## src/rtl/rr_arbiter8.sv

```systemverilog
// Eight-way round-robin arbiter with a rotating priority pointer and a
// programmable hold limit that forces the grant to rotate after MAX_HOLD cycles.
module rr_arbiter8 #(
  parameter int MAX_HOLD = 16
) (
  input  logic       clk,
  input  logic       rst_n,
  input  logic       ena,
  input  logic [7:0] req,
  input  logic       rel,
  output logic [7:0] gnt,
  output logic [2:0] gnt_idx,
  output logic       gnt_vld,
  output logic       timeout
);

  // Handshake: a requester holds req[i] high while it wants the resource.
  // gnt[i] (with gnt_vld) means it owns the resource this cycle. The owner
  // ends its tenure with a one-cycle rel or by dropping req[i]. The hold
  // limit may also take the grant away, which is flagged by timeout.

  localparam int HW = (MAX_HOLD > 1) ? $clog2(MAX_HOLD) : 1;
  localparam logic HOLD_EN = (MAX_HOLD > 0);
  localparam logic [HW-1:0] HOLD_LAST = HW'((MAX_HOLD > 0) ? MAX_HOLD - 1 : 0);

  localparam logic IDLE  = 1'b0;
  localparam logic GRANT = 1'b1;

  logic          state, state_n;
  logic [2:0]    ptr, ptr_n;
  logic [2:0]    idx_n;
  logic [HW-1:0] hold, hold_n;
  logic          to_n;
  logic [7:0]    masked;
  logic [2:0]    w_req, w_mask;
  logic          owner_drop, hold_end;

  // First set bit of r, scanning upward from p and wrapping 7 -> 0.
  function automatic logic [2:0] find_first(input logic [7:0] r, input logic [2:0] p);
    logic [2:0] res;
    logic       found;
    logic [2:0] cand;
    res   = p;
    found = 1'b0;
    for (int i = 0; i < 8; i++) begin
      cand = p + 3'(i);
      if (!found && r[cand]) begin
        res   = cand;
        found = 1'b1;
      end
    end
    return res;
  endfunction

  assign masked     = req & ~gnt;
  assign w_req      = find_first(req, ptr);
  assign w_mask     = find_first(masked, ptr);
  assign owner_drop = rel | ~req[gnt_idx];
  assign hold_end   = HOLD_EN && (hold == HOLD_LAST);

  always_comb begin
    state_n = state;
    idx_n   = gnt_idx;
    ptr_n   = ptr;
    hold_n  = hold;
    to_n    = 1'b0;
    case (state)
      IDLE: begin
        hold_n = '0;
        if (ena && (|req)) begin
          state_n = GRANT;
          idx_n   = w_req;
          ptr_n   = w_req + 3'd1;
        end
      end
      GRANT: begin
        if (!ena) begin
          state_n = IDLE;
          hold_n  = '0;
        end else if (owner_drop) begin
          // A release takes priority over a coincident timeout.
          hold_n = '0;
          if (|masked) begin
            idx_n = w_mask;
            ptr_n = w_mask + 3'd1;
          end else begin
            state_n = IDLE;
          end
        end else if (hold_end) begin
          // Owner stays eligible, so a lone requester is simply re-granted.
          to_n   = 1'b1;
          idx_n  = w_req;
          ptr_n  = w_req + 3'd1;
          hold_n = '0;
        end else begin
          hold_n = hold + HW'(1);
        end
      end
      default: state_n = IDLE;
    endcase
  end

  always_ff @(posedge clk or negedge rst_n) begin
    if (!rst_n) begin
      state   <= IDLE;
      gnt     <= 8'h00;
      gnt_idx <= 3'd0;
      gnt_vld <= 1'b0;
      timeout <= 1'b0;
      ptr     <= 3'd0;
      hold    <= '0;
    end else begin
      state   <= state_n;
      gnt_idx <= idx_n;
      gnt_vld <= (state_n == GRANT);
      gnt     <= (state_n == GRANT) ? (8'h01 << idx_n) : 8'h00;
      timeout <= to_n;
      ptr     <= ptr_n;
      hold    <= hold_n;
    end
  end

endmodule

```

## config.mk

```make
export PLATFORM = sky130hd
export DESIGN_NAME = rr_arbiter8
export DESIGN_NICKNAME = d
export VERILOG_FILES = /design/src/rtl/rr_arbiter8.sv
export SDC_FILE = /design/constraint.sdc
export NUM_CORES = 1
export LEC_CHECK = 0
export ABC_CLOCK_PERIOD_IN_PS = 3900
export CAP_MARGIN = 10
export CORE_MARGIN = 10
export CORE_UTILIZATION = 45
export DETAILED_ROUTE_END_ITERATION = 8
export HOLD_SLACK_MARGIN = 0.02
export PLACE_DENSITY = 0.67
export SYNTH_ARGS = -nofsm -noshare
export SYNTH_HDL_FRONTEND = slang
export SYNTH_SLANG_ARGS = --single-unit
```

## constraint.sdc

```tcl
create_clock -name clk -period 3.9 [get_ports clk]
set_clock_uncertainty 0.15 [all_clocks]
set_input_delay 0.78 -clock clk [delete_from_list [all_inputs] [get_ports clk]]
set_output_delay 0.78 -clock clk [all_outputs]
set_load 0.005 [all_outputs]
```

==> metrics.md <==
| Metric | Value |
|---|---|
| DR vias | 3,613 |
| Final Hold Viols | 0 |
| Unrepaired setup endpoints after global routing | yes |
| Max_slew headroom | 37.4% |
| Total routed wirelength | around 12 mm |
| Post-layout utilization of the core | approximately two thirds |
| Syn_nets | 378 |
| # hold bufs at CTS | 0 |
| Final Max Tran Viols | 0 |
| First-pass GRT wire length | 18.0 mm |
| Fmax | approximately 0.26 GHz |
| Initial DRC Count | around 380 |
| Final worst-path cycle share | 98.7% |
| Nets@finish | 484 |
| Dpl hpwl | 8.94 mm |
| CP top delay family | multiplexers |
| Gpl congestion | 0.942 |
| Non-Filler Instances | between 500 and 600 |
| Startpoint types | flop |
| Vias per std cell | about 6.4 |
| Area grow syn2layout | 40.1% |
| # H-tree levels | 1 |
| Largest net degree at the start of global routing | 27 |
| Max stage delay on crit path | 0.53 ns |
| CP max-delay cell | mux4_2 |
| Worst Path Class, Setup | reg -> reg |
| CTS tree | done |
| Worst Path Required | 3.90 ns |
| First-pass DRT Iterations | 5 |
| Seq/Total Area, Yosys | around 15% |
| Max Cap Viol | 0 |
| Initial antenna violation count | 0 |
| Share of cells above drive strength 1 | ~44% |
| Die area | between 0.01 and 0.015 mm^2 |
| Clock Sinks | 20 |
| Crit Path Max Fanout | 7 |
| Final ANT Viol Nets | 0 |
| EDFF count, synth | 0 |
| Total negative setup slack | 0 ns |
| Post-Syn Instances | 361 |
| Vias in the first global route | between 3,000 and 4,000 |
| Die height | 106 um |
| Root buf cell | clkbuf_8 |
| DR DRC count | 0 |
| Crit. End Element | flop |
| Yosys warns | 0 |
| Cell Chain, Critical Path | clkinv_8 -> ha_4 -> mux2_4 -> mux4_2 -> buf_6 -> nor3_4 -> o21bai_4 -> a311oi_4 -> nor2_2 -> xnor2_2 -> ha_2 -> inv_2 -> or3_1 -> a32oi_1 -> o21ai_1 |
| Register bit total from synthesis | 20 |
| Post-synth top flop | dfrtp_1 |
| Placed insts | 541 |
| CTS max path bufs | 2 |
| Syn Std Cell Area | ~0.0034 mm^2 |
| Die X | 106 um |
| Status | complete, no violations |
| Core box area | around 0.0073 mm^2 |
| GRT Residual Overflow | 0 |
| Asr flop ratio synth | 100% |
| # rows | 31 |
| Clock transition at path regs | 0.08 ns |
| DR WL/cell | 21.1 um |
| Clock period minus worst slack | between 3 and 4 ns |
| Syn Area/Cell | 9.28 um^2 |
| Final setup vio count | 0 |
| Initial core utilization | 46.2% |
| I/O Buffers | 24 |
| Total GRT Usage | 19.6% |
| Clk_lat worst skew | approximately 0.27 ns |
| CP bufs+invs | 3 |
| I/O pins | 25 |
| Worst EP arrival | 3.85 ns |
| # diodes | 0 |
| Num CTS Buffers | 3 |
| Hold WC Path Type | reg -> reg |
| Slew @ Worst Pin | 0.936 ns |
| Cell variety after synth | 91 |
==> state kept, by name (all words and copies together) (netlist names) <==
signal / flops
gnt_idx: 3
state: 1
ptr: 3
hold: 4
gnt: 8
timeout: 1
==> cell families (layout without fill, tap and decap cells) <==
group | Yosys count | in the layout | share of synthesized area (%)
xor gates and xnor gates | 12 | 12 | 3.92
adders and majority gates | 5 | 5 | 1.87
DFF | 20 | 20 | 14.9
AOI/OAI and AO/OA | 96 | 97 | 23.0
muxes | 55 | 55 | 26.9
buffers and inverters | 34 | 138 | 5.60
and+or+nand+nor | 139 | 139 | 23.8
==> synth_stat cells, drive strengths merged (4+ instances only) <==
cell type / instances / share of area [%]
a22oi: 4 / 0.90
and3: 4 / 0.75
a211oi: 6 / 1.5
nor2: 29 / 3.2
nor2b: 8 / 1.5
o21ai: 17 / 2.7
ha: 5 / 1.9
nor4: 5 / 0.93
nor3b: 4 / 1.2
mux4: 23 / 15
o22ai: 5 / 0.93
xnor2: 8 / 2.1
inv: 7 / 0.78
buf: 16 / 3.5
and2: 4 / 0.75
xor2: 4 / 1.8
nand3: 9 / 1.3
nand2b: 11 / 2.1
mux2i: 24 / 8.7
nor3: 6 / 1.5
o211ai: 4 / 0.90
a21oi: 13 / 2.1
and2b: 4 / 0.90
mux2: 8 / 2.8
dfrtp: 20 / 15
clkbuf: 10 / 1.2
nand2: 30 / 3.4
==> routing by layer <==
metal | GRT usage [%] | routed length [um] | vias to the layer above
li1 | - | - | 1634
met1 | 26.6 | 4880 | 1772
met2 | 32.7 | 5810 | 177
met3 | 2.23 | 899 | 30
met4 | 4.16 | 304 | 0
met5 | 0 | 0 | -
==> worst paths after layout <==
kind / to / cells past startpoint / slack (ns) / startpoint
setup / recovery: ptr[2] / 15 / 0.05 / ptr[0]
hold / removal: hold[0] / 1 / 0.32 / hold[0]
setup reg to reg: ptr[2] / 15 / 0.05 / ptr[0]
hold reg to reg: hold[0] / 1 / 0.32 / hold[0]
max in group asynchronous: ptr[0] / 1 / 2.09 / rst_n
min in group asynchronous: hold[0] / 1 / 0.88 / rst_n
==> through the flow <==
step	area [um^2]	worst slack (ns)	hold slack (ns)
2_1_floorplan	3410	0.00814	0.280
3_3_place_gp	4240	-0.351	0.298
3_5_place_dp	4240	-0.446	0.313
4_1_cts	4350	0.00369	0.325
5_1_grt	4690	-0.0639	0.345
6_report	4690	0.0502	0.318
==> final cells by class <==
class / instances / area (um^2)
clock buffer: 4 / 45.0
fill: 596 / 2560
inverter: 8 / 42.5
multi-input combinational: 308 / 2920
sequential: 20 / 502
tap: 99 / 124
timing repair buffer: 126 / 1060
==> placed cells by master, fill, tap and decap left out, types with 6 or more instances in the layout <==
master	n
xnor2_1	7
mux4_2	23
nand3_1	8
dlymetal6s2s_1	7
mux2i_1	17
nor2_1	27
a21oi_1	11
clkdlybuf4s50_1	16
nand2b_1	11
buf_6	8
mux2_4	6
nand2_1	29
dfrtp_1	19
buf_4	93
o21ai_0	12
==> repair_timing <==
item,CTS,global route
gates cloned,0,1
pin swaps,7,22
setup buffers,4,16
endpoints found under the setup margin,6,10
resized for setup,7,51
Power is not shown: default switching activity piles up to over one toggle a cycle in this logic, so the estimate is an artifact.
